**config.mk**
```make
export PLATFORM = sky130hd
export DESIGN_NAME = micro_uart_arbiter
export DESIGN_NICKNAME = d
export VERILOG_FILES = /design/src/rtl/micro_uart_arbiter.sv
export SDC_FILE = /design/constraint.sdc
export NUM_CORES = 1
export LEC_CHECK = 0
export BUFFER_PORTS_ARGS = -buffer_cell sky130_fd_sc_hd__buf_2
export CORE_AREA = 2 2 99 101
export CTS_CLUSTER_SIZE = 8
export DETAILED_ROUTE_END_ITERATION = 10
export DIE_AREA = 0 0 101 103
export PLACE_DENSITY = 0.55
export SKIP_CTS_REPAIR_TIMING = 1
export SLEW_MARGIN = 20
export SYNTH_ARGS = -nofsm -noshare
export SYNTH_HDL_FRONTEND = slang
export SYNTH_SLANG_ARGS = --single-unit
```
**constraint.sdc**
```tcl
create_clock -name clk -period 1.63 [get_ports clk]
set_input_delay 0.326 -clock clk [delete_from_list [all_inputs] [get_ports clk]]
set_output_delay 0.326 -clock clk [all_outputs]
set_load 0.1 [all_outputs]
```
**src/rtl/micro_uart_arbiter.sv**
```systemverilog
// rtl/micro_uart_arbiter.sv - two-master round-robin OCP arbiter in front of the micro UART slave port
// Define MUART_ARB_TIMEOUT_EN to build the read-response watchdog.
module micro_uart_arbiter #(
  parameter int ADDR_WIDTH     = 12,
  parameter int DATA_WIDTH     = 32,
  parameter int BEN_WIDTH      = 4,
  parameter int TIMEOUT_CYCLES = 16
) (
  input  logic                  clk,
  input  logic                  nrst,
  input  logic [ADDR_WIDTH-1:0] i_M0Addr,
  input  logic [2:0]            i_M0Cmd,
  input  logic [DATA_WIDTH-1:0] i_M0Data,
  input  logic [BEN_WIDTH-1:0]  i_M0ByteEn,
  output logic                  o_M0SCmdAccept,
  output logic [DATA_WIDTH-1:0] o_M0SData,
  output logic [1:0]            o_M0SResp,
  input  logic [ADDR_WIDTH-1:0] i_M1Addr,
  input  logic [2:0]            i_M1Cmd,
  input  logic [DATA_WIDTH-1:0] i_M1Data,
  input  logic [BEN_WIDTH-1:0]  i_M1ByteEn,
  output logic                  o_M1SCmdAccept,
  output logic [DATA_WIDTH-1:0] o_M1SData,
  output logic [1:0]            o_M1SResp,
  output logic [ADDR_WIDTH-1:0] o_MAddr,
  output logic [2:0]            o_MCmd,
  output logic [DATA_WIDTH-1:0] o_MData,
  output logic [BEN_WIDTH-1:0]  o_MByteEn,
  input  logic                  i_SCmdAccept,
  input  logic [DATA_WIDTH-1:0] i_SData,
  input  logic [1:0]            i_SResp
);

  localparam logic [2:0] OCP_CMD_IDLE  = 3'b000;
  localparam logic [2:0] OCP_CMD_RD    = 3'b010;
  localparam logic [1:0] OCP_RESP_NULL = 2'b00;

  typedef enum logic [1:0] {S_IDLE, S_CMD, S_RESP} state_e;

  state_e                state_q, state_d;
  logic                  gnt_q, gnt_d;
  logic                  last_q, last_d;
  logic                  req0, req1;
  logic [ADDR_WIDTH-1:0] sel_addr;
  logic [2:0]            sel_cmd;
  logic [DATA_WIDTH-1:0] sel_data;
  logic [BEN_WIDTH-1:0]  sel_ben;
  logic                  acc;
  logic [1:0]            rsp;
  logic [DATA_WIDTH-1:0] rsp_data;

  assign req0     = (i_M0Cmd != OCP_CMD_IDLE);
  assign req1     = (i_M1Cmd != OCP_CMD_IDLE);
  assign sel_addr = gnt_q ? i_M1Addr   : i_M0Addr;
  assign sel_cmd  = gnt_q ? i_M1Cmd    : i_M0Cmd;
  assign sel_data = gnt_q ? i_M1Data   : i_M0Data;
  assign sel_ben  = gnt_q ? i_M1ByteEn : i_M0ByteEn;

`ifdef MUART_ARB_TIMEOUT_EN
  localparam logic [7:0] TIMEOUT_LAST = 8'(TIMEOUT_CYCLES - 1);
  localparam logic [1:0] OCP_RESP_ERR = 2'b11;

  logic [7:0] cnt_q, cnt_d;

  always_ff @(posedge clk or negedge nrst) begin
    if (!nrst) begin
      cnt_q <= '0;
    end else begin
      cnt_q <= cnt_d;
    end
  end
`else
  logic unused_timeout;
  assign unused_timeout = ^TIMEOUT_CYCLES;
`endif

  // Pointer resets to M1 so that M0 wins the first tie.
  always_ff @(posedge clk or negedge nrst) begin
    if (!nrst) begin
      state_q <= S_IDLE;
      gnt_q   <= 1'b0;
      last_q  <= 1'b1;
    end else begin
      state_q <= state_d;
      gnt_q   <= gnt_d;
      last_q  <= last_d;
    end
  end

  always_comb begin
    state_d   = state_q;
    gnt_d     = gnt_q;
    last_d    = last_q;
`ifdef MUART_ARB_TIMEOUT_EN
    cnt_d     = cnt_q;
`endif
    o_MAddr   = '0;
    o_MCmd    = OCP_CMD_IDLE;
    o_MData   = '0;
    o_MByteEn = '0;
    acc       = 1'b0;
    rsp       = OCP_RESP_NULL;
    rsp_data  = '0;
    unique case (state_q)
      S_IDLE: begin
        if (req0 || req1) begin
          gnt_d   = (req0 && req1) ? ~last_q : req1;
          last_d  = gnt_d;
          state_d = S_CMD;
        end
      end
      S_CMD: begin
        o_MAddr   = sel_addr;
        o_MCmd    = sel_cmd;
        o_MData   = sel_data;
        o_MByteEn = sel_ben;
        acc       = i_SCmdAccept;
        // Writes are posted; only reads wait for a response.
        if (i_SCmdAccept) begin
          if (sel_cmd == OCP_CMD_RD) begin
            state_d = S_RESP;
`ifdef MUART_ARB_TIMEOUT_EN
            cnt_d   = '0;
`endif
          end else begin
            state_d = S_IDLE;
          end
        end
      end
      S_RESP: begin
        if (i_SResp != OCP_RESP_NULL) begin
          rsp      = i_SResp;
          rsp_data = i_SData;
          state_d  = S_IDLE;
        end
`ifdef MUART_ARB_TIMEOUT_EN
        else if (cnt_q == TIMEOUT_LAST) begin
          rsp     = OCP_RESP_ERR;
          state_d = S_IDLE;
        end else begin
          cnt_d = cnt_q + 8'd1;
        end
`endif
      end
      default: state_d = S_IDLE;
    endcase
  end

  assign o_M0SCmdAccept = acc & ~gnt_q;
  assign o_M1SCmdAccept = acc & gnt_q;
  assign o_M0SResp      = gnt_q ? OCP_RESP_NULL : rsp;
  assign o_M1SResp      = gnt_q ? rsp : OCP_RESP_NULL;
  assign o_M0SData      = gnt_q ? '0 : rsp_data;
  assign o_M1SData      = gnt_q ? rsp_data : '0;

endmodule
```
* After elaboration in Yosys (flattened, before gate mapping)
Index checks and enable logic that the tools add are counted.
Storage, ports and cells: bits in registers 4, output and inout bits 121, word-level logic and storage cells 44
Operators by class: equal/unequal tests 6, multiplexer cells 23, bitwise operators 4, reduce and logical (&&, ||, !) cells 8
Operator list (count):
- $mux 32 | 6
- $mux 12 | 2
- $mux 2 | 8
- $mux 4 | 2
- $mux 3 | 2
- $ne 2x2->1 const B | 3
- $pmux 2 s3 | 1
- $reduce_bool 3->1 | 2
- $eq 3x2->1 const B | 1
- $reduce_and 3->1 | 1
- $and 1x1->1 | 2
- $eq 2x1->1 const B | 1
- $eq 2x2->1 const B | 1
- $logic_not 2->1 | 1
- $mux 1 | 2
- $not 1->1 | 2
- $reduce_and 2->1 | 1
- $reduce_bool 2->1 | 1
- $logic_and 1x1->1 | 1
- $logic_or 1x1->1 | 1

* Depth between registers and ports, before layout
Gate-level depths: netlist (run 1).
depth after elaboration 5, depth in mapped cells 5

* Least setup slack after synthesis (run 1)
OpenSTA, ideal clock, no wires.
kind reg-to-output, start reg gnt_q, end out o_MByteEn[0], data arrival time 2.218 ns, slack -0.914 ns, cell stages (with the launch flop) 6, buffers on the path 3, path through dfrtp_1 buf_4 buf_4 buf_4 mux2i_1 nor2_1
Between the ends: longest elaborated chain between the ends 2
Ends and longest elaborated chain:
- start, declared | line 41 | logic gnt_q, gnt_d;
- start signal, assigned | line 85 | gnt_q <= gnt_d;
- $mux 4 | line 57 | assign sel_ben = gnt_q ? i_M1ByteEn : i_M0ByteEn;
- $mux 4 | line 104 | unique case (state_q)
- end, declared | line 28 | output logic [BEN_WIDTH-1:0] o_MByteEn,
Every way passes these cells.

* Worst setup path after layout (run 1)
start reg gnt_q, end out o_MData[0]
Between the ends: longest elaborated chain between the ends 2
Ends and longest elaborated chain:
- $mux 32 | line 56 | assign sel_data = gnt_q ? i_M1Data : i_M0Data;
- $mux 32 | line 104
- end, declared | line 27 | output logic [DATA_WIDTH-1:0] o_MData,
Every way passes these cells.

==> out/results.ini, run 1 <==
[power]
leakage_nw=2.68
p_per_area_nw_per_um2=1440
finalPower_mw=8.90
ir_worst_vdd_uv=1500

[route]
drt_iter0_drc=39
vias=2706
routed_via_density=4.36
drc=0
drt_first_pass_iters=4
final_antenna_net_count=0
routed_wl_mm=10.4
post_drt_wl_per_cell_um=16.8

[final_layout]
fin_area_sq_um=6180
n_antenna_cell=0
fin_util=0.654
final_layout_size_suffix_gt1_frac=0.943
area_delta_synth_final_pct=309
fin_cells=620
nets=646

[timing]
period_minus_slack_ns=1.91
maxSlewHeadroom=0.719
period_share=1.17
drv_slew=0
tightest_slew_ns=0.421
rsz0062_at_grt=true
max_clock_freq_mhz=523
setup_viol=119
finClkSkew_ns=0.00493
holdWs_ns=0.359
hold_viol_final=0
setup_ws_ns=-0.280
tns_ns=-26.48

[setup_path]
slowest_stage=dfrtp_4
critPathMaxStageDelay_ns=0.52
crit_required_ns=1.30
start_kind=flop
critPathMaxFanout=8
endpoint_kind=primary output
cp_data_arrival_time_ns=1.58
crit_type=reg -> out
cp_common_cell=buf_12
crit_family=flip-flops
crit_chain=buf_12 > buf_12 > mux2i_1 > nor2_4 > buf_12
cp_num_buf_inv=3

[global_route]
grt_pass1_wl_mm=13.4
grt_util_all_layers=0.166
globalRouteOverflowTotal=0
grt_pass1_vias=2585
grt_max_degree=33
antenna_found_initial=0

[synth]
ys_seq_area_frac=0.0670
synthCells=220
synth_commonest_cells=and2_1, nor2_1, mux2i_1, buf_2, clkbuf_2
synth_top_area_frac=0.337
synth_area_per_cell_sq_um=6.88
synthDistinctLibCells=28
yosysMostFrequentCell=and2_1
yosysTopAreaCell=mux2i_1
async_flop_share=1.00
ys.flop_type=dfrtp_1
syn-cell-area_sq_um=1510
yosys_warnings=0
syn-num-nets=359
ys_ff_latch=4
yosys-top-cells-area=mux2i_1, and2_1, nor2_1
synth_edf_count=0

[placed_design]
post-place-ws_ns=-0.159
gp_congestion=0.806
io_buffers=259
place_area_sq_um=5550
dp.cells=599
dp_hpwl_mm=8.51

[cts]
insertion_delay_ns=0.22
clock_path_buffers=2
cts_tree=built
clk_pin_slew_ns=0.03
cts_buffers=3
clock_sinks=4
cts_max_level=1
root_buffer=clkbuf_8

[run_status]
status=complete, but fails checks
violations=setup timing

[die]
rows=36
chipWidth_um=101
io_pins=260
fp.dieH_um=103
die-area_sq_um=10400
coreArea_sq_um=9460
initial_utilization=0.160

[min_path]
min_path_type=in -> reg

[job]
drv_cap=0

## routing by layer
metal / GRT usage / wire length, um
met1: 0.173 / 3270
met2: 0.344 / 6350
met3: 0.0278 / 718
met4: 0.0343 / 61
met5: 0 / 0
## placed cells by master, fill, tap and decap left out, types with 2 or more instances in the layout
cell type,instances
clkbuf_16,4
buf_8,4
nand2_1,3
nor3_1,2
nor2_4,52
buf_2,138
nor2_1,4
buf_6,8
mux2i_2,24
buf_4,16
and2_4,62
clkbuf_8,3
mux2i_4,18
mux2i_1,9
nand2b_4,2
and3_4,3
and2_2,4
buf_12,129
## cell type report
type / instances / area (sq um)
Sequential cell: 4 / 106
Clock buffer: 4 / 45.0
Fill cell: 677 / 3270
Tap cell: 114 / 143
Timing Repair Buffer: 301 / 3680
Inverter: 1 / 3.75
Multi-Input combinational cell: 196 / 2210
## logic make-up after synthesis
| kind of cell | count (synthesis) | synth area share |
|---|---|---|
| and+or+nand+nor | 140 | 0.497 |
| muxes | 52 | 0.345 |
| buffers and inverters | 20 | 0.0711 |
| AOI/OAI and AO/OA | 4 | 0.0199 |
| DFF | 4 | 0.0670 |
## state kept, by name (all words and copies together), names as in the netlist
name,cells
state_q,2
last_q,1
gnt_q,1
## worst paths after layout
path                       cells past startpoint  slack [ns]                endpoint                from
min                                            2        0.36  state_q[0]$_DFFE_PN0P_        i_SCmdAccept
max                                            5       -0.28              o_MData[0]   gnt_q$_DFFE_PN0P_
max reg2reg                                    7        0.11  state_q[1]$_DFFE_PN0P_   gnt_q$_DFFE_PN0P_
max in group asynchronous                      2        0.96      last_q$_DFFE_PN1P_                nrst
min in group asynchronous                      2        0.46  state_q[0]$_DFFE_PN0P_                nrst
min reg2reg                                    2        0.57       gnt_q$_DFFE_PN0P_  last_q$_DFFE_PN1P_
## report_power, final
| group | leakage, nW | internal (mW) | switching [mW] |
|---|---|---|---|
| Sequential | 0.0446 | 0.147 | 0.0476 |
| Clock | 0.0228 | 0.167 | 0.0568 |
| Combinational | 2.61 | 3.48 | 5.00 |
| Total | 2.68 | 3.80 | 5.10 |
No activity file was read; power rests on OpenSTA's default activity.
==> inputs of run 2 (changes only) <==
--- a/config.mk
+++ b/config.mk
@@ -11,6 +11,7 @@
 export DETAILED_ROUTE_END_ITERATION = 10
 export DIE_AREA = 0 0 101 103
 export PLACE_DENSITY = 0.55
+export RECOVER_POWER = 100
 export SKIP_CTS_REPAIR_TIMING = 1
 export SLEW_MARGIN = 20
 export SYNTH_ARGS = -nofsm -noshare
==> constraint.sdc (replaced) <==
create_clock -name clk -period 1.63 [get_ports clk]
set_input_delay 0.163 -clock clk [delete_from_list [all_inputs] [get_ports clk]]
set_output_delay 0.163 -clock clk [all_outputs]
set_load 0.1 [all_outputs]
==> run 2 against run 1 <==
  * Final cell count shrank 1.9%
  * Setup slack gained 0.15 ns
  * Hold slack lost 0.16 ns
  * The run still ends with setup timing left
  * First-iteration DRC count grew 5.1%
  * Via count shrank 2.9%
  * Largest cell class unchanged
  * Critical path depth is the same
  * Cell area shrank 12%
  * Critical endpoint is now o_MData[13]
  * Total power shrank 11%
  * Largest power group unchanged
  * Combinational power shrank 11%
  * Register-to-register slack gained 0.07 ns
  * Die area is the same
==> out/results.ini, run 2 (synthesis gave the netlist of run 1 again) <==
[final_layout]
regMostFlops=state_q
final_common_cell=buf_2
largestRegisters=state_q x2, gnt_q x1, last_q x1
final_layout_size_suffix_gt1_frac=0.889
nets=634
fin_area_sq_um=5430
regArea_sq_um=103
nFillCells=806
multi_input_area_sq_um=1710
final_cell_mix=buf_2, buf_12, and2_2
n_antenna_cell=0
fin_util=0.574
largest_register_ffs=2
area_delta_synth_final_pct=259

[setup_path]
critPathMaxFanout=14
cp_data_arrival_time_ns=1.60
crit_type=reg -> out
worstSetupStartpoint=gnt_q$_DFFE_PN0P_
crit_required_ns=1.47
start_kind=flop
endpoint_kind=primary output
cp_common_cell=buf_12
critPathMaxStageDelay_ns=0.46
slowest_stage=dfrtp_1
r2r-start=gnt_q$_DFFE_PN0P_
crit_chain=buf_12 > buf_12 > mux2i_2 > nor2_2 > buf_12

[timing]
tightest_slew_ns=0.380
setup_viol=110
finClkSkew_ns=0.00309
hold_viol_final=0
rsz0062_at_grt=true
max_clock_freq_mhz=568
maxSlewHeadroom=0.739
period_minus_slack_ns=1.76
drv_slew=0
period_share=1.08
setup_ws_ns=-0.130

[route]
drt_first_pass_iters=4
drc=0
drt_iter0_drc=41
routed_wl_mm=9.41
post_drt_wl_per_cell_um=15.5
routed_via_density=4.32
vias=2627
final_antenna_net_count=0

[power]
p_per_area_nw_per_um2=1470
finalPower_mw=7.96
leakage_nw=2.51
ir_worst_vdd_uv=1370

[placed_design]
io_buffers=259
dp_hpwl_mm=8.00
gp_congestion=0.776
place_area_sq_um=5090

[die]
io_pins=260
die-area_sq_um=10400
chipWidth_um=101
rows=36
initial_utilization=0.160
fp.dieH_um=103
coreArea_sq_um=9460

[run_status]
violations=setup timing
status=complete, but fails checks

[cts]
cts_buffers=3
clk_pin_slew_ns=0.03
root_buffer=clkbuf_8
insertion_delay_ns=0.22
clock_sinks=4
cts_max_level=1
cts_tree=built
clock_path_buffers=2

[job]
drv_cap=0

[global_route]
grt_pass1_wl_mm=12.6
grt_pass1_vias=2540
globalRouteOverflowTotal=0
grt_max_degree=33
antenna_found_initial=0
grt_util_all_layers=0.153

[min_path]
hold_start=i_SCmdAccept
min_path_type=in -> reg

==> run 2: changes by cell type in the layout (fill, tap and decap cells not counted), sizes merged <==
cell / previous run / this run
buf: 296 / 286
clkbuf: 8 / 6
==> run 2: area by class of cell <==
type / count / share of cell area
clock buffer: 4 / 0.00829
inverter: 1 / 0.000691
multi-input combinational: 196 / 0.314
sequential: 4 / 0.0189
tap: 114 / 0.0263
timing repair buffer: 289 / 0.632
==> run 2: metal layers <==
| metal | wire, um | vias to the layer above | global-route usage |
|---|---|---|---|
| li1 | - | 1269 | - |
| met2 | 5150 | 165 | 0.302 |
| met3 | 807 | 11 | 0.0325 |
| met1 | 3320 | 1182 | 0.165 |
| met5 | 0 | - | 0 |
| met4 | 138 | 0 | 0.0395 |
==> run 2: final timing paths <==
| kind | endpoint | slack [ns] | cells past startpoint |
|---|---|---|---|
| hold reg to reg | gnt_q$_DFFE_PN0P_ | 0.56 | 2 |
| max in group asynchronous | last_q$_DFFE_PN1P_ | 1.06 | 2 |
| setup / recovery | o_MData[13] | -0.13 | 5 |
| hold / removal | state_q[0]$_DFFE_PN0P_ | 0.19 | 2 |
| setup reg to reg | state_q[1]$_DFFE_PN0P_ | 0.18 | 4 |
| min in group asynchronous | gnt_q$_DFFE_PN0P_ | 0.31 | 2 |
==> run 2: report_power, final <==
part / internal (mW) / leakage [nW] / total [mW] / switching, mW
Sequential: 0.139 / 0.0457 / 0.183 / 0.0443
Clock: 0.168 / 0.0228 / 0.227 / 0.0594
Combinational: 2.89 / 2.44 / 7.55 / 4.66
==> run 2: through the flow <==
step	TNS (ns)	hold WS, ns	instances	setup WS [ns]
2_1_floorplan	-13.30	-0.133	220	-0.295
3_3_place_gp	0	-0.0317	590	0.139
3_5_place_dp	0	-0.0270	590	0.110
4_1_cts	-9.84	-0.262	594	-0.122
5_1_grt	-17.79	0.220	608	-0.202
6_report	-8.55	0.194	608	-0.130
==> run 2: critical path: cells and delay by family (launching register included) <==
kind	cells	cell delay, ns
buffers and inverters	3	0.54
AND/OR/NAND/NOR	1	0.07
flip-flops	1	0.46
multiplexers	1	0.28
==> inputs of run 3 (changes only) <==
--- a/config.mk
+++ b/config.mk
@@ -6,11 +6,11 @@
 export NUM_CORES = 1
 export LEC_CHECK = 0
 export BUFFER_PORTS_ARGS = -buffer_cell sky130_fd_sc_hd__buf_2
-export CORE_AREA = 2 2 99 101
+export CORE_AREA = 2 2 102 104
 export CTS_CLUSTER_SIZE = 8
 export DETAILED_ROUTE_END_ITERATION = 10
-export DIE_AREA = 0 0 101 103
-export PLACE_DENSITY = 0.55
+export DIE_AREA = 0 0 104 106
+export PLACE_DENSITY = 0.52
 export RECOVER_POWER = 100
 export SKIP_CTS_REPAIR_TIMING = 1
 export SLEW_MARGIN = 20
==> constraint.sdc (replaced) <==
create_clock -name clk -period 2.19 [get_ports clk]
set_input_delay 0.219 -clock clk [delete_from_list [all_inputs] [get_ports clk]]
set_output_delay 0.219 -clock clk [all_outputs]
set_load 0.1 [all_outputs]
==> run 3 against run 2 <==
  * The flow now finishes without violations
  * Via count decreased by 5.2%
  * Count of clock-buffer cells in the layout unchanged
  * Sequential cell count unchanged
  * First-iteration DRC count increased by 24%
  * Clock skew increased by 0.0046 ns
  * Cell area decreased by 24%
  * Clock power decreased by 26%
  * Register-to-register slack improved by 0.45 ns
  * Largest power group unchanged
==> out/results.ini, run 3 (synthesis gave the netlist of run 1 again) <==
[run_status]
status=completed

[setup_path]
crit_chain=nand2b_4 > nor3b_4 > clkbuf_4 > and2_0 > buf_12
critPathMaxFanout=32
slowest_stage=dfrtp_1
crit_required_ns=1.97
start_kind=flop
cp_num_buf_inv=2
crit_family=simple AND/OR/NAND/NOR gates
critPathMaxStageDelay_ns=0.45
cp_data_arrival_time_ns=1.79
crit_type=reg -> out
endpoint_kind=primary output

[route]
drt_first_pass_iters=4
routed_wl_mm=7.87
routed_via_density=4.10
drc=0
drt_iter0_drc=51
final_antenna_net_count=0
post_drt_wl_per_cell_um=13.0
vias=2490

[placed_design]
io_buffers=259
dp_hpwl_mm=7.13
post-place-ws_ns=0.432
gp_congestion=0.764

[global_route]
antenna_found_initial=0
globalRouteOverflowTotal=0
grt_max_degree=52
grt_util_all_layers=0.136
grt_pass1_vias=2443
grt_pass1_wl_mm=12.2

[cts]
cts_buffers=3
insertion_delay_ns=0.22
cts_tree=built
cts_max_level=1
clk_pin_slew_ns=0.04
clock_sinks=4
clock_path_buffers=2
root_buffer=clkbuf_8

[final_layout]
final_common_cell=buf_2
largestRegisters=state_q x2, gnt_q x1, last_q x1
nets=611
final_cell_mix=buf_2, buf_12, mux2i_1
area_delta_synth_final_pct=173
regMostFlops=state_q
n_antenna_cell=0
fin_util=0.413
final_layout_size_suffix_gt1_frac=0.633
largest_register_ffs=2

[power]
sw_frac_of_total=0.729
pwr-share-comb=0.925
p_per_area_nw_per_um2=1030
p_int_mw=1.15
leakage_nw=2.06
clockPowerShare=0.039
ir_worst_vdd_uv=936
power.switching_mw=3.10
pwr-share-seq=0.036

[die]
chipWidth_um=104
coreArea_sq_um=10000
fp.dieH_um=106
io_pins=260
die-area_sq_um=11000
initial_utilization=0.151
rows=37

[min_path]
min_path_type=in -> reg

[timing]
tightest_slew_ns=0.596
max_clock_freq_mhz=497
rsz0062_at_grt=false
finClkSkew_ns=0.00771
setup_viol=0
drv_slew=0
maxSlewHeadroom=0.604
setup_ws_ns=0.176
period_minus_slack_ns=2.01
period_share=0.920
hold_viol_final=0

[job]
drv_cap=0

-- run 3: worst paths after layout --
path                                        start                endpoint  slack [ns]  cells after the start
max                        state_q[0]$_DFFE_PN0P_           o_M1SData[28]        0.18                      5
max in group asynchronous                    nrst      last_q$_DFFE_PN1P_        1.53                      2
min in group asynchronous                    nrst  state_q[1]$_DFFE_PN0P_        0.39                      2
min reg2reg                    last_q$_DFFE_PN1P_       gnt_q$_DFFE_PN0P_        0.56                      2
max reg2reg                     gnt_q$_DFFE_PN0P_  state_q[1]$_DFFE_PN0P_        0.63                      4
min                                  i_SCmdAccept  state_q[0]$_DFFE_PN0P_        0.24                      2
-- run 3: stage by stage --
stage	TNS [ns]	cells	hold WS [ns]	area, sq um	power (mW)
2_1_floorplan	-4.15	220	-0.0766	1590	3.35
3_3_place_gp	0	602	0.0335	4510	4.65
3_5_place_dp	0	602	0.0323	4510	4.70
4_1_cts	0	606	-0.206	4560	4.87
5_1_grt	0	607	0.246	4130	4.41
6_report	0	607	0.240	4130	4.25
-- run 3: final cells by class --
cell class | instances | area [sq um]
clock buffers | 4 | 45.0
fillers | 1035 | 5870
inverters | 1 | 3.75
multi-input cells | 196 | 1360
flip-flops and latches | 4 | 103
well taps | 136 | 170
repair buffers | 266 | 2450
-- run 3: power by group through the flow --
stage	registers, mW	logic (mW)	clock network (mW)
4_1_cts	0.154	4.55	0.172
3_5_place_dp	0.154	4.54	0
3_3_place_gp	0.150	4.50	0
2_1_floorplan	0.117	3.23	0
5_1_grt	0.158	4.07	0.182
6_report	0.153	3.93	0.167
-- run 3: worst register-to-register path, stage by stage (launching register included) --
cell and delay, ns:
dfrtp_2 0.48, buf_12 0.28, mux2i_1 0.45, nand3_1 0.11
o21ai_0 0.15
-- run 3: metal layers --
metal  part of all wire  global-route usage
met1               0.37               0.150
met2               0.52               0.248
met3              0.095              0.0448
met4              0.016              0.0376
met5                  0                   0
